## src/rtl/stopwatch_ctrl_if.sv

```systemverilog
// stopwatch_ctrl_if
//   Groups the stopwatch's key, tick and display signals so they travel as one bundle.
//   The clock and reset stay outside the interface as plain ports.
//   master : board/bench side. Drives tick, key_ss_n and key_clr_n; receives the digits and status.
//   slave  : stopwatch_ctrl side.
//   Signals:
//     tick       1  single-cycle 10 Hz count enable
//     key_ss_n   1  start/stop push-button, active-low, asynchronous
//     key_clr_n  1  clear/lap push-button, active-low, asynchronous
//     dig_tenth  4  tenths digit, BCD 0-9
//     dig_sec0   4  seconds units digit, BCD 0-9
//     dig_sec1   4  seconds tens digit, BCD 0-5
//     dig_min    4  minutes digit, BCD 0-9
//     running    1  high while in RUN
//     rollover   1  one-cycle pulse on wrap from 9:59.9 to 0:00.0
interface stopwatch_ctrl_if;
    logic       tick;
    logic       key_ss_n;
    logic       key_clr_n;
    logic [3:0] dig_tenth;
    logic [3:0] dig_sec0;
    logic [3:0] dig_sec1;
    logic [3:0] dig_min;
    logic       running;
    logic       rollover;

    modport master (
        output tick, key_ss_n, key_clr_n,
        input  dig_tenth, dig_sec0, dig_sec1, dig_min, running, rollover
    );

    modport slave (
        input  tick, key_ss_n, key_clr_n,
        output dig_tenth, dig_sec0, dig_sec1, dig_min, running, rollover
    );
endinterface

```

## src/rtl/stopwatch_ctrl.sv

```systemverilog
// stopwatch_ctrl
//   Debounces the start/stop and clear push-buttons and runs the IDLE/RUN/PAUSE state machine.
//   Counts a cascaded BCD time M:SS.t on the tick enable and presents four digits for the
//   7-segment decoders.
//   Parameters:
//     DEB_CYCLES  stable samples a key must hold before its new level is accepted
//     DEB_W       debounce counter width; must satisfy 2**DEB_W > DEB_CYCLES
//   Ports:
//     clk    rising-edge system clock
//     reset  asynchronous, active-high; clears all state
//     sw     stopwatch_ctrl_if.slave, which carries:
//              tick, key_ss_n and key_clr_n in
//              dig_tenth, dig_sec0, dig_sec1, dig_min, running and rollover out
//   Optional feature:
//     STOPWATCH_LAP_EN  When defined, clr in RUN toggles a lap hold that freezes the displayed
//                       digits while the live count keeps running.
module stopwatch_ctrl #(
    parameter int DEB_CYCLES = 500000,
    parameter int DEB_W      = 20
) (
    input  logic             clk,
    input  logic             reset,
    stopwatch_ctrl_if.slave  sw
);

    localparam logic [DEB_W-1:0] DEB_LAST = DEB_W'(DEB_CYCLES - 1);

    typedef enum logic [1:0] {
        S_IDLE  = 2'd0,
        S_RUN   = 2'd1,
        S_PAUSE = 2'd2
    } state_t;

    // Key path. Bit 0 is start/stop and bit 1 is clear.
    logic [1:0]       w_key_n;
    logic [1:0]       r_key_meta;
    logic [1:0]       r_key_sync;
    logic [1:0]       r_key_acc;
    logic [DEB_W-1:0] r_deb_cnt [2];
    logic [1:0]       r_press;

    assign w_key_n = {sw.key_clr_n, sw.key_ss_n};

    always_ff @(posedge clk or posedge reset) begin
        if (reset) begin
            r_key_meta   <= 2'b11;
            r_key_sync   <= 2'b11;
            r_key_acc    <= 2'b11;
            r_press      <= 2'b00;
            r_deb_cnt[0] <= '0;
            r_deb_cnt[1] <= '0;
        end else begin
            r_key_meta <= w_key_n;
            r_key_sync <= r_key_meta;
            for (int k = 0; k < 2; k++) begin
                // Only an accepted high-to-low change (a press) produces a pulse.
                r_press[k] <= (r_key_sync[k] != r_key_acc[k]) &&
                              (r_deb_cnt[k] == DEB_LAST) && !r_key_sync[k];
                if (r_key_sync[k] == r_key_acc[k]) begin
                    r_deb_cnt[k] <= '0;
                end else if (r_deb_cnt[k] == DEB_LAST) begin
                    r_key_acc[k] <= r_key_sync[k];
                    r_deb_cnt[k] <= '0;
                end else begin
                    r_deb_cnt[k] <= r_deb_cnt[k] + 1'b1;
                end
            end
        end
    end

    // When both pulses arrive together, start/stop wins and clear is dropped.
    logic w_ss_p;
    logic w_clr_p;

    assign w_ss_p  = r_press[0];
    assign w_clr_p = r_press[1] & ~r_press[0];

    // Control FSM. running is registered alongside the state.
    state_t r_state;
    logic   r_running;

    always_ff @(posedge clk or posedge reset) begin
        if (reset) begin
            r_state   <= S_IDLE;
            r_running <= 1'b0;
        end else begin
            case (r_state)
                S_IDLE: begin
                    if (w_ss_p) begin
                        r_state   <= S_RUN;
                        r_running <= 1'b1;
                    end
                end
                S_RUN: begin
                    if (w_ss_p) begin
                        r_state   <= S_PAUSE;
                        r_running <= 1'b0;
                    end
                end
                S_PAUSE: begin
                    if (w_ss_p) begin
                        r_state   <= S_RUN;
                        r_running <= 1'b1;
                    end else if (w_clr_p) begin
                        r_state   <= S_IDLE;
                        r_running <= 1'b0;
                    end
                end
                default: begin
                    r_state   <= S_IDLE;
                    r_running <= 1'b0;
                end
            endcase
        end
    end

    // Live BCD count. The registered state gates counting, so a tick during the
    // RUN->PAUSE transition counts, and a tick during the ->RUN transition does not.
    logic [3:0] r_tenth;
    logic [3:0] r_sec0;
    logic [3:0] r_sec1;
    logic [3:0] r_min;
    logic       r_rollover;
    logic       w_cnt_en;
    logic       w_clear;
    logic       w_at_max;

    assign w_cnt_en = sw.tick && (r_state == S_RUN);
    assign w_clear  = (r_state == S_PAUSE) && w_clr_p;
    assign w_at_max = (r_min == 4'd9) && (r_sec1 == 4'd5) &&
                      (r_sec0 == 4'd9) && (r_tenth == 4'd9);

    always_ff @(posedge clk or posedge reset) begin
        if (reset) begin
            r_tenth    <= 4'd0;
            r_sec0     <= 4'd0;
            r_sec1     <= 4'd0;
            r_min      <= 4'd0;
            r_rollover <= 1'b0;
        end else begin
            r_rollover <= w_cnt_en && w_at_max;
            if (w_clear) begin
                r_tenth <= 4'd0;
                r_sec0  <= 4'd0;
                r_sec1  <= 4'd0;
                r_min   <= 4'd0;
            end else if (w_cnt_en) begin
                // Every carry resolves in this one cycle.
                if (r_tenth == 4'd9) begin
                    r_tenth <= 4'd0;
                    if (r_sec0 == 4'd9) begin
                        r_sec0 <= 4'd0;
                        if (r_sec1 == 4'd5) begin
                            r_sec1 <= 4'd0;
                            r_min  <= (r_min == 4'd9) ? 4'd0 : r_min + 4'd1;
                        end else begin
                            r_sec1 <= r_sec1 + 4'd1;
                        end
                    end else begin
                        r_sec0 <= r_sec0 + 4'd1;
                    end
                end else begin
                    r_tenth <= r_tenth + 4'd1;
                end
            end
        end
    end

    assign sw.running  = r_running;
    assign sw.rollover = r_rollover;

`ifdef STOPWATCH_LAP_EN
    // Lap hold. The flag is dropped on the same edge that leaves RUN, so the display
    // never shows a stale snapshot once the count is paused.
    logic       r_lap;
    logic [3:0] r_snap_tenth;
    logic [3:0] r_snap_sec0;
    logic [3:0] r_snap_sec1;
    logic [3:0] r_snap_min;

    always_ff @(posedge clk or posedge reset) begin
        if (reset) begin
            r_lap        <= 1'b0;
            r_snap_tenth <= 4'd0;
            r_snap_sec0  <= 4'd0;
            r_snap_sec1  <= 4'd0;
            r_snap_min   <= 4'd0;
        end else if ((r_state != S_RUN) || w_ss_p) begin
            r_lap <= 1'b0;
        end else if (w_clr_p) begin
            r_lap <= ~r_lap;
            if (!r_lap) begin
                r_snap_tenth <= r_tenth;
                r_snap_sec0  <= r_sec0;
                r_snap_sec1  <= r_sec1;
                r_snap_min   <= r_min;
            end
        end
    end

    assign sw.dig_tenth = r_lap ? r_snap_tenth : r_tenth;
    assign sw.dig_sec0  = r_lap ? r_snap_sec0  : r_sec0;
    assign sw.dig_sec1  = r_lap ? r_snap_sec1  : r_sec1;
    assign sw.dig_min   = r_lap ? r_snap_min   : r_min;
`else
    assign sw.dig_tenth = r_tenth;
    assign sw.dig_sec0  = r_sec0;
    assign sw.dig_sec1  = r_sec1;
    assign sw.dig_min   = r_min;
`endif

endmodule

```

## src/flat_wrapper.sv

```systemverilog
// flat-port wrapper written by rule: the top's interface ports become plain ports
module stopwatch_ctrl_flat 
#(
    parameter int DEB_CYCLES = 500000,
    parameter int DEB_W      = 20
)
  (clk, reset, sw_tick, sw_key_ss_n, sw_key_clr_n, sw_dig_tenth, sw_dig_sec0, sw_dig_sec1, sw_dig_min, sw_running, sw_rollover);
  stopwatch_ctrl_if sw_i ();
  input  logic clk;
  input  logic reset;
  input wire logic [$bits(sw_i.tick)-1:0] sw_tick;
  input wire logic [$bits(sw_i.key_ss_n)-1:0] sw_key_ss_n;
  input wire logic [$bits(sw_i.key_clr_n)-1:0] sw_key_clr_n;
  output wire logic [$bits(sw_i.dig_tenth)-1:0] sw_dig_tenth;
  output wire logic [$bits(sw_i.dig_sec0)-1:0] sw_dig_sec0;
  output wire logic [$bits(sw_i.dig_sec1)-1:0] sw_dig_sec1;
  output wire logic [$bits(sw_i.dig_min)-1:0] sw_dig_min;
  output wire logic [$bits(sw_i.running)-1:0] sw_running;
  output wire logic [$bits(sw_i.rollover)-1:0] sw_rollover;
  assign sw_i.tick = sw_tick;
  assign sw_i.key_ss_n = sw_key_ss_n;
  assign sw_i.key_clr_n = sw_key_clr_n;
  assign sw_dig_tenth = sw_i.dig_tenth;
  assign sw_dig_sec0 = sw_i.dig_sec0;
  assign sw_dig_sec1 = sw_i.dig_sec1;
  assign sw_dig_min = sw_i.dig_min;
  assign sw_running = sw_i.running;
  assign sw_rollover = sw_i.rollover;
  stopwatch_ctrl #(.DEB_CYCLES(DEB_CYCLES), .DEB_W(DEB_W)) u_core (.clk(clk), .reset(reset), .sw(sw_i));
endmodule
```

## config.mk

```make
export PLATFORM = sky130hd
export DESIGN_NAME = stopwatch_ctrl_flat
export DESIGN_NICKNAME = d
export VERILOG_FILES = /design/src/rtl/stopwatch_ctrl_if.sv /design/src/rtl/stopwatch_ctrl.sv /design/src/flat_wrapper.sv
export SDC_FILE = /design/constraint.sdc
export NUM_CORES = 1
export LEC_CHECK = 0
export ABC_AREA = 1
export BUFFER_PORTS_ARGS = -buffer_cell sky130_fd_sc_hd__buf_2
export CAP_MARGIN = 15
export CORE_ASPECT_RATIO = 0.8
export CORE_MARGIN = 2
export CORE_UTILIZATION = 51
export DETAILED_ROUTE_END_ITERATION = 10
export PLACE_DENSITY = 0.71
export SYNTH_ARGS = -nofsm -noshare
export SYNTH_HDL_FRONTEND = slang
export SYNTH_SLANG_ARGS = --single-unit
```

## constraint.sdc

```tcl
create_clock -name clk -period 1.7 [get_ports clk]
set_input_delay 0.085 -clock clk [delete_from_list [all_inputs] [get_ports clk]]
set_output_delay 0.085 -clock clk [all_outputs]
set_load 0.01 [all_outputs]
```

==> summary.txt, run 1 <==
status = completed
worst hold path type = input port to flip-flop
largest net degree at the start of global routing = 41
First-pass DRT Iterations = 4
pwr dens = 757.1 mW/mm²
asr flop ratio synth = 1.000
most frequent cells after synthesis = nand2_1 (117), nor2_1 (108), dfrtp_1 (62)
worst-skew pair later-pin latency = 0.34 ns
maximum vdd drop = 0.4207 mV
CP arrival = 1.74 ns
core region area = 0.006993 mm²
crit path launch type = flip-flop
Worst Setup Path Type = flip-flop to flip-flop
CTS tree = built
cts bufs inserted = 9
Iter 0 DRT Violations = 138
largest buffer count on any clock path = 2
final WL = 7.541 mm
ANT cells = 0
P&R area growth vs syn = 14.18%
Highest Clock Rate = 661.2 MHz
hold slack = 0.1680 ns
WL per Instance = 12.12 µm
transition time at the pin with the least slew margin = 0.3223 ns
setup bufs post-CTS = 0
Initial Util = 0.5362
max-slew violation total from the final report = 0
layout cells sized above 1 = 0.1383
Synth cell types = 29
top-count cell post-synth = nand2_1
drt drc = 0
Worst setup EP type = flip-flop
Synthesis Warnings = 0
clock share of power = 0.460
worst clock skew = 0.007678 ns
Static Leak = 1.954 nW
syn nets = 506
Final setup viols = 0
Slew HR = 0.7843
initial antenna violation count = 0
gr usage total = 0.2104
full die area = 0.008059 mm²
Area after DPL = 0.004028 mm²
clock slew at reported path FFs = 0.07 ns
RSZ-0062 raised after global routing = no
routed vias/inst = 5.047
final design utilization = 0.6123
Mapped Area = 0.003750 mm²
sequential element share of the synthesized area = 0.4558
Max Cap Viol = 0
Vias = 3139
root buf cell = clkbuf_8
num rows = 27
switch share = 0.2172
syn_area_per_cell = 7.637 µm²
required time of the critical path = 1.93 ns
H-tree depth = 3
boundary pin count = 23
Final Hold Fails = 0
sequential power share = 0.509
EDFF count, synth = 0
post-synthesis instance total = 491
Synth area leader = dfrtp_1
count of buffers from port buffering = 22
Setup TNS = 0 ns
internal power = 2.538 mW
# clock sinks = 68
gr ovfl total = 0
Worst Path Max Fanout = 8
Final HPWL DP = 5.663 mm
FILL cells = 614
Final nets = 545
antenna viol nets, final = 0
vias in the first global route = 2957
Yosys top cell area share = 0.4137
Die Y-Extent = 80.70 µm
switching power = 0.7040 mW
Main synth FF type = dfrtp_1
logic gate share of total power = 0.031
largest cells by area after synthesis = dfrtp_1 (41%), nand2_1 (12%), nor2_1 (11%)
Period minus WS final = 1.512 ns
global-route wire length before repair = 13.29 mm
Die Wd = 99.87 µm
final RePlAce weighted congestion = 0.9784
period utilization = 0.8897
Final Cell Area = 0.004282 mm²
Seq cells post-synth = 68
sequential cells by signal, summed over array words and instances (netlist names):
signal	flops
u_core.r_deb_cnt	40
u_core.sw.dig_min	4
u_core.sw.dig_sec0	4
u_core.sw.dig_sec1	4
u_core.sw.dig_tenth	4
u_core.r_key_acc	2
u_core.r_key_meta	2
u_core.r_key_sync	2
u_core.r_press	2
u_core.r_state	2
u_core.sw.rollover	1
u_core.sw.running	1
cells in the final DEF, fill, tap and decap left out, types with 3 or more instances in the layout:
cell	n
o21ai_0	14
a21oi_1	10
nor2_1	108
nor2_4	5
nand4_1	6
xnor2_1	10
buf_4	3
nor3_1	10
nand3_2	4
nand3_1	31
dfstp_2	6
nand2_1	117
xor2_1	15
ha_1	10
nor2_2	3
buf_2	22
nand2_2	6
clkbuf_8	10
dfrtp_1	62
inv_1	56
dlygate4sd3_1	3
per-layer routing:
layer	GRT usage	wire length, µm	up-vias
li1	-	-	1611
met1	0.2898	3899	1455
met2	0.3297	3328	65
met3	0.04961	226	8
met4	0.06712	87	0
met5	0	0	-
repair_timing:
| item | in CTS | in global routing |
|---|---|---|
| hold endpoints to repair | 64 | 0 |
| hold buffers | 3 | 0 |
| gates resized for setup | 0 | 1 |
| endpoints found under the setup margin | 0 | 1 |
critical path: stages (launching register included):
cell	delay, ns
dfrtp_1	0.41
inv_1	0.08
ha_1	0.14
nand2_1	0.05
nor2_1	0.14
inv_1	0.10
nand2_1	0.13
nand3_2	0.17
nand2_1	0.09
o21ai_0	0.07
metrics by stage:
step           worst slack [ns]  total power [mW]  std cells
6_report                 0.1875             3.242        622
5_1_grt               0.0006510             3.376        622
4_1_cts                  0.1687             3.295        622
3_5_place_dp             0.1877             1.781        603
3_3_place_gp             0.2395             1.779        603
2_1_floorplan            0.3183             1.739        491
power groups by stage:
stage | Clock, mW | Combinational (mW) | Sequential [mW]
4_1_cts | 1.54 | 0.104 | 1.65
3_3_place_gp | 0 | 0.0979 | 1.68
5_1_grt | 1.60 | 0.118 | 1.65
6_report | 1.49 | 0.100 | 1.65
3_5_place_dp | 0 | 0.0987 | 1.68
2_1_floorplan | 0 | 0.0596 | 1.68
final timing paths:
| check | endpoint | start | cells after the start | slack (ns) |
|---|---|---|---|---|
| max | u_core.sw.dig_min[3]$_DFFE_PP0P_ | u_core.sw.dig_sec1[1]$_DFFE_PP0P_ | 9 | 0.19 |
| min | u_core.sw.rollover$_DFF_PP0_ | sw_tick | 5 | 0.17 |
| max reg2reg | u_core.sw.dig_min[3]$_DFFE_PP0P_ | u_core.sw.dig_sec1[1]$_DFFE_PP0P_ | 9 | 0.19 |
| min reg2reg | u_core.r_key_sync[1]$_DFF_PP1_ | u_core.r_key_meta[1]$_DFF_PP1_ | 0 | 0.36 |
| max in group asynchronous | u_core.r_key_acc[1]$_DFFE_PP1P_ | reset | 4 | 1.06 |
| min in group asynchronous | u_core.r_deb_cnt[32]$_DFF_PP0_ | reset | 4 | 0.35 |
layout make-up:
| class | count | area (µm²) | area share |
|---|---|---|---|
| timing repair buffer | 30 | 202.7 | 0.04734 |
| tap | 87 | 108.9 | 0.02542 |
| clock inverter | 6 | 86.33 | 0.02016 |
| clock buffer | 10 | 137.6 | 0.03214 |
| inverter | 58 | 221.5 | 0.05172 |
| multi-input combinational | 363 | 1815 | 0.4240 |
| sequential | 68 | 1709 | 0.3992 |
cell families (layout without fill, tap and decap cells):
group                    after synthesis  count (layout)  share of synthesized area
AO/OA/AOI/OAI                         29              29                    0.04271
XOR/XNOR                              25              25                    0.05839
adder cells (fa/ha/maj)               10              10                    0.03337
buffers and inverters                 60             104                    0.06006
flip-flops                            68              68                     0.4558
AND/OR/NAND/NOR                      299             299                     0.3497
Note: power is estimated with default switching activity, not from simulation.
==> run 2, diff against run 1 <==
==> constraint.sdc (replaced) <==
create_clock -name clk -period 1.34 [get_ports clk]
set_input_delay 0.067 -clock clk [delete_from_list [all_inputs] [get_ports clk]]
set_output_delay 0.067 -clock clk [all_outputs]
set_load 0.01 [all_outputs]
==> run 2 against run 1 <==
Net effect:
- clock skew is 0.0030 ns higher
- non-clock buffer count is 58 higher
- largest cell class unchanged
- die area stayed put
- the run now ends with negative setup slack left
- wire length is 22% higher
- register-to-register slack worse by 0.21 ns
- sequential share of layout area is 6.1 points lower
- flip-flop and latch count stayed put
- combinational power is 69% higher
- sequential power is 27% higher
- worst setup slack worse by 0.21 ns
- global-route usage is 2.1 points higher
- fmax is 11% higher
==> summary.txt, run 2 (same netlist as run 1, synthesis figures left out) <==
status = finished with violations
violated checks = negative setup slack
reg2reg start = u_core.r_deb_cnt[1]$_DFF_PP0_
Max Cap Viol = 0 (unchanged)
final design utilization = 0.7250 (+0.1127)
Iter 0 DRT Violations = 313 (+130%)
Die Y-Extent = 80.70 µm (unchanged)
transition time at the pin with the least slew margin = 0.3857 ns (+0.06339 ns)
First-pass DRT Iterations = 4 (unchanged)
RSZ-0062 raised after global routing = yes
final WL = 9.208 mm (+22%)
P&R area growth vs syn = 35.20%
Worst Setup Path Type = flip-flop to flip-flop
layout cells sized above 1 = 0.3575 (+0.2192)
Multi-input gate area = 0.002153 mm² (+19%)
largest net degree at the start of global routing = 25 (-39%)
worst hold path type = input port to flip-flop
HP Start = sw_tick
Critical Path Source = u_core.r_deb_cnt[1]$_DFF_PP0_
sequential cell area = 0.001717 mm² (+0.44%)
worst-skew pair later-pin latency = 0.36 ns (+0.02 ns)
root buf cell = clkbuf_8
CP arrival = 1.65 ns (-0.09 ns)
grt met1 use = 0.3206 (+0.03072)
WL per Instance = 13.54 µm (+12%)
routed vias/inst = 5.119 (+1.4%)
required time of the critical path = 1.63 ns (-0.30 ns)
antenna viol nets, final = 0 (unchanged)
PnR worst setup slack = -0.02322 ns (-0.2108 ns)
placed cell count = 641 (+6.3%)
Final HPWL DP = 6.268 mm (+11%)
global-route wire length before repair = 14.36 mm (+8.0%)
count of buffers from port buffering = 22 (unchanged)
vias in the first global route = 3120 (+5.5%)
gr ovfl total = 0 (unchanged)
# clock sinks = 68 (unchanged)
core region area = 0.006993 mm² (unchanged)
Biggest register = u_core.r_deb_cnt
Period minus WS final = 1.363 ns (-0.1492 ns)
worst clock skew = 0.01065 ns (+0.002973 ns)
period utilization = 1.017 (+0.1276)
max-slew violation total from the final report = 0 (unchanged)
initial antenna violation count = 0 (unchanged)
most common cell after layout, fill and taps aside = nand2_1
maximum vdd drop = 0.9402 mV (+120%)
crit path launch type = flip-flop
met2 Use GR = 0.3581 (+0.02838)
Highest Clock Rate = 733.6 MHz (+11%)
Static Leak = 2.294 nW (+17%)
cts bufs inserted = 9 (unchanged)
full die area = 0.008059 mm² (unchanged)
gr usage total = 0.2314 (+0.02098)
Slew HR = 0.7423 (-0.04201)
ANT cells = 0 (unchanged)
Worst Path Max Fanout = 4 (-4)
H-tree depth = 3 (unchanged)
Initial Util = 0.5362 (unchanged)
clock slew at reported path FFs = 0.08 ns (about the same)
drt drc = 0 (unchanged)
CTS tree = built
Final setup viols = 9 (+9)
Worst setup EP type = flip-flop
Area after DPL = 0.004304 mm² (+6.9%)
Die Wd = 99.87 µm (unchanged)
num rows = 27 (unchanged)
total power = 4.195 mW (+29%)
GR Layer Usage met3 = 0.06789 (+0.01828)
Vias = 3481 (+11%)
FILL cells = 517 (-16%)
Most Crowded Layer GR = met2
Final Hold Fails = 0 (unchanged)
commonest non-fill, non-tap cells in the layout = nand2_1 (99), nor2_1 (81), buf_4 (57)
Final nets = 603 (+11%)
max reg flops = 40 (unchanged)
boundary pin count = 23 (unchanged)
final RePlAce weighted congestion = 0.9257 (-5.4%)
pwr dens = 827.5 mW/mm² (+9.3%)
Layout Cells excl Fill = 680 (+9.3%)
largest buffer count on any clock path = 2 (unchanged)
Final Cell Area = 0.005070 mm² (+18%)
[run 2: metal layers]
metal | up-vias | part of all wire
li1 | 1732 | -
met1 | 1616 | 0.46
met2 | 117 | 0.46
met3 | 16 | 0.066
met4 | 0 | 0.014
met5 | - | 0
[run 2: critical path: stages, from the launching register on]
cell     delay [ns]
dfrtp_1        0.37
ha_2           0.22
nand2_4        0.07
nor2_4         0.13
nand2_2        0.09
nor2_4         0.17
nand3_1        0.11
a21oi_1        0.15
[run 2: layout make-up]
| cell class | count | area share |
|---|---|---|
| timing repair buffer | 88 | 0.1271 |
| clock inverter | 7 | 0.01950 |
| tap | 87 | 0.02147 |
| multi-input combinational | 363 | 0.4247 |
| clock buffer | 9 | 0.02443 |
| inverter | 58 | 0.04418 |
| sequential | 68 | 0.3386 |
[run 2: path summary, 6_finish.rpt]
kind / endpoint / slack, ns / depth (start not counted)
setup / recovery: u_core.r_deb_cnt[18]$_DFF_PP0_ / -0.02 / 7
hold / removal: u_core.sw.rollover$_DFF_PP0_ / 0.18 / 5
setup reg to reg: u_core.r_deb_cnt[18]$_DFF_PP0_ / -0.02 / 7
hold reg to reg: u_core.r_key_sync[1]$_DFF_PP1_ / 0.36 / 0
max in group asynchronous: u_core.r_key_sync[0]$_DFF_PP1_ / 0.58 / 4
min in group asynchronous: u_core.r_deb_cnt[22]$_DFF_PP0_ / 0.25 / 3
[run 2: where the power goes]
part           switching [mW]  internal, mW  leakage [nW]  total, mW
sequential             0.0236          2.08         0.898       2.10
clock                   0.870          1.06         0.110       1.93
combinational           0.101        0.0679          1.29      0.169
[run 2: what timing repair did]
| item | CTS | global route |
|---|---|---|
| gates resized for setup | 29 | 90 |
| setup buffers | 6 | 15 |
| pin swaps | 10 | 40 |
| hold buffers | 3 | 0 |
| endpoints found under the hold margin | 29 | 0 |
| endpoints found under the setup margin | 29 | 52 |
[run 2: stage by stage]
stage | worst slack [ns] | hold slack (ns) | TNS (ns)
final | -0.02322 | 0.1760 | -0.1066
after detailed placement | -0.1154 | 0.08535 | -1.204
after global placement | -0.08592 | 0.08114 | -0.1642
after floorplan | -0.001160 | 0.07148 | -0.002809
after CTS | 0.0006113 | 0.1566 | 0
after global routing | -0.1446 | 0.1744 | -2.643
==> run 3, diff against run 2 <==
--- a/config.mk
+++ b/config.mk
@@ -12,7 +12,7 @@
 export CORE_MARGIN = 2
 export CORE_UTILIZATION = 51
 export DETAILED_ROUTE_END_ITERATION = 10
-export PLACE_DENSITY = 0.71
+export PLACE_DENSITY = 0.69
 export SYNTH_ARGS = -nofsm -noshare
 export SYNTH_HDL_FRONTEND = slang
 export SYNTH_SLANG_ARGS = --single-unit
==> constraint.sdc (replaced) <==
create_clock -name clk -period 1.5 [get_ports clk]
set_input_delay 0.075 -clock clk [delete_from_list [all_inputs] [get_ports clk]]
set_output_delay 0.075 -clock clk [all_outputs]
set_load 0.01 [all_outputs]
==> run 3 against run 2 <==
Net effect:
- the flow now finishes without violations
- worst setup slack better by 0.11 ns
- clock skew is 0.0049 ns lower
- count of clock-buffer cells in the layout is 5 higher
- combinational power is 34% lower
- register-to-register slack better by 0.11 ns
- clock power is 21% lower
- largest cell class unchanged
==> summary.txt, run 3 (same netlist as run 1, synthesis figures left out) <==
core region area = 0.006993 mm² (unchanged)
max-slew violation total from the final report = 0 (unchanged)
Final Cell Area = 0.004471 mm² (-12%)
vias in the first global route = 3013 (-3.4%)
Initial Util = 0.5362 (unchanged)
reg2reg setup slack = 0.08 ns (+0.11 ns)
HP Start = sw_tick
Hold Path Sink = u_core.sw.rollover$_DFF_PP0_
Final HPWL DP = 5.652 mm (-9.8%)
Die Y-Extent = 80.70 µm (unchanged)
Final setup viols = 0 (-9)
First-pass DRT Iterations = 5 (+1)
global-route wire length before repair = 13.58 mm (-5.4%)
largest buffer count on any clock path = 2 (unchanged)
P&R area growth vs syn = 19.22%
count of buffers from port buffering = 22 (unchanged)
routed vias/inst = 5.079 (-0.78%)
gr ovfl total = 0 (unchanged)
Die Wd = 99.87 µm (unchanged)
gr usage total = 0.2150 (-0.01638)
max reg flops = 40 (unchanged)
largest net degree at the start of global routing = 69 (+180%)
CTS tree = built
reg2reg start = u_core.sw.dig_sec0[1]$_DFFE_PP0P_
Area after DPL = 0.004128 mm² (-4.1%)
CP arrival = 1.64 ns (about the same)
Max Cap Viol = 0 (unchanged)
final design utilization = 0.6393 (-0.08570)
Vias = 3276 (-5.9%)
total power = 3.499 mW (-17%)
WL per Instance = 12.45 µm (-8.1%)
H-tree depth = 3 (unchanged)
Final Hold Fails = 0 (unchanged)
FILL cells = 633 (+22%)
maximum vdd drop = 0.4974 mV (-47%)
required time of the critical path = 1.73 ns (+0.10 ns)
layout cells sized above 1 = 0.1989 (-0.1586)
most common cell after layout, fill and taps aside = nand2_1
final WL = 8.029 mm (-13%)
period utilization = 0.9449 (-0.07242)
final RePlAce weighted congestion = 0.9204 (-0.57%)
Worst Path Max Fanout = 8 (+4)
pwr dens = 782.7 mW/mm² (-5.4%)
worst hold path type = input port to flip-flop
commonest non-fill, non-tap cells in the layout = nand2_1 (112), nor2_1 (103), dfrtp_1 (61)
Worst setup EP type = flip-flop
worst-skew pair later-pin latency = 0.34 ns (-0.02 ns)
ANT cells = 0 (unchanged)
cts bufs inserted = 9 (unchanged)
# clock sinks = 68 (unchanged)
Slew HR = 0.7637 (+0.02133)
Period minus WS final = 1.417 ns (+0.05414 ns)
Final nets = 568 (-5.8%)
num rows = 27 (unchanged)
hold slack = 0.2147 ns (+0.03870 ns)
Setup TNS = 0 ns (+0.1066 ns)
root buf cell = clkbuf_8
CP max stage delay = 0.41 ns (+0.04 ns)
drt drc = 0 (unchanged)
Static Leak = 2.043 nW (-11%)
transition time at the pin with the least slew margin = 0.3545 ns (-0.03119 ns)
Multi-input gate area = 0.001869 mm² (-13%)
worst reg2reg path endpoint = u_core.sw.dig_min[1]$_DFFE_PP0P_
boundary pin count = 23 (unchanged)
worst reg2reg path depth = 7 (unchanged)
Iter 0 DRT Violations = 220 (-30%)
worst clock skew = 0.005710 ns (-0.004941 ns)
full die area = 0.008059 mm² (unchanged)
Highest Clock Rate = 705.5 MHz (-3.8%)
crit path launch type = flip-flop
status = completed
Worst Setup Path Type = flip-flop to flip-flop
Biggest register = u_core.r_deb_cnt
initial antenna violation count = 0 (unchanged)
clock slew at reported path FFs = 0.07 ns (about the same)
antenna viol nets, final = 0 (unchanged)
critical-path cell list = inv_2, ha_1, nand3b_1, o21ai_2, nand3_4, nand2_1, o21ai_0
Hold Crit Depth = 5 (unchanged)
slowest stage cell, crit path = dfrtp_1
sequential cell area = 0.001710 mm² (-0.36%)
-- run 3: routing by layer --
layer	wire [µm]	part of all wire	global-route usage	vias up
li1	-	-	-	1660
met1	4041	0.50	0.2999	1516
met2	3481	0.43	0.3291	92
met3	440	0.055	0.05570	8
met4	65	0.0081	0.06712	0
met5	0	0	0	-
-- run 3: power by group --
part	internal, mW	switching, mW
registers	1.86	0.0144
logic	0.0372	0.0751
clock network	0.859	0.657
-- run 3: how the worst max path moves through the flow --
stage,start,endpoint,cells past startpoint
after floorplan,u_core.sw.dig_tenth[0]$_DFFE_PP0P_,u_core.sw.dig_sec0[3]$_DFFE_PP0P_,7
after global placement,u_core.sw.dig_sec1[1]$_DFFE_PP0P_,u_core.sw.dig_min[0]$_DFFE_PP0P_,9
after detailed placement,u_core.sw.dig_tenth[1]$_DFFE_PP0P_,u_core.sw.dig_sec1[0]$_DFFE_PP0P_,9
after CTS,u_core.sw.dig_tenth[1]$_DFFE_PP0P_,u_core.sw.dig_sec1[0]$_DFFE_PP0P_,9
after global routing,u_core.sw.dig_sec0[1]$_DFFE_PP0P_,u_core.sw.dig_min[1]$_DFFE_PP0P_,7
final,u_core.sw.dig_sec0[1]$_DFFE_PP0P_,u_core.sw.dig_min[1]$_DFFE_PP0P_,7
-- run 3: what timing repair did --
action | CTS | global route
buffers inserted | 0 | 8
resized for setup | 3 | 19
endpoints found under the setup margin | 7 | 30
endpoints found under the hold margin | 64 | 0
hold buffers | 3 | 0
pin swaps | 1 | 4
-- run 3: area by class of cell --
cell class | instances | share of cell area
clock inverter | 2 | 0.007837
timing repair buffer | 53 | 0.08116
tap | 87 | 0.02435
inverter | 58 | 0.04954
clock buffer | 14 | 0.03638
multi-input combinational | 363 | 0.4181
sequential | 68 | 0.3826
-- run 3: metrics by stage --
step	instances	setup slack [ns]
5_1_grt	645	-0.02551
3_5_place_dp	618	0.004741
3_3_place_gp	618	0.05617
4_1_cts	637	0.0007008
6_report	645	0.08264
2_1_floorplan	491	0.1183
-- run 3: worst max-delay path, delay by kind of cell, from the launching register on --
family	cells	cell delay, ns
and+or+nand+nor	3	0.38
AOI/OAI and AO/OA	2	0.31
adders and majority gates	1	0.13
buffers and inverters	1	0.07
DFF	1	0.41
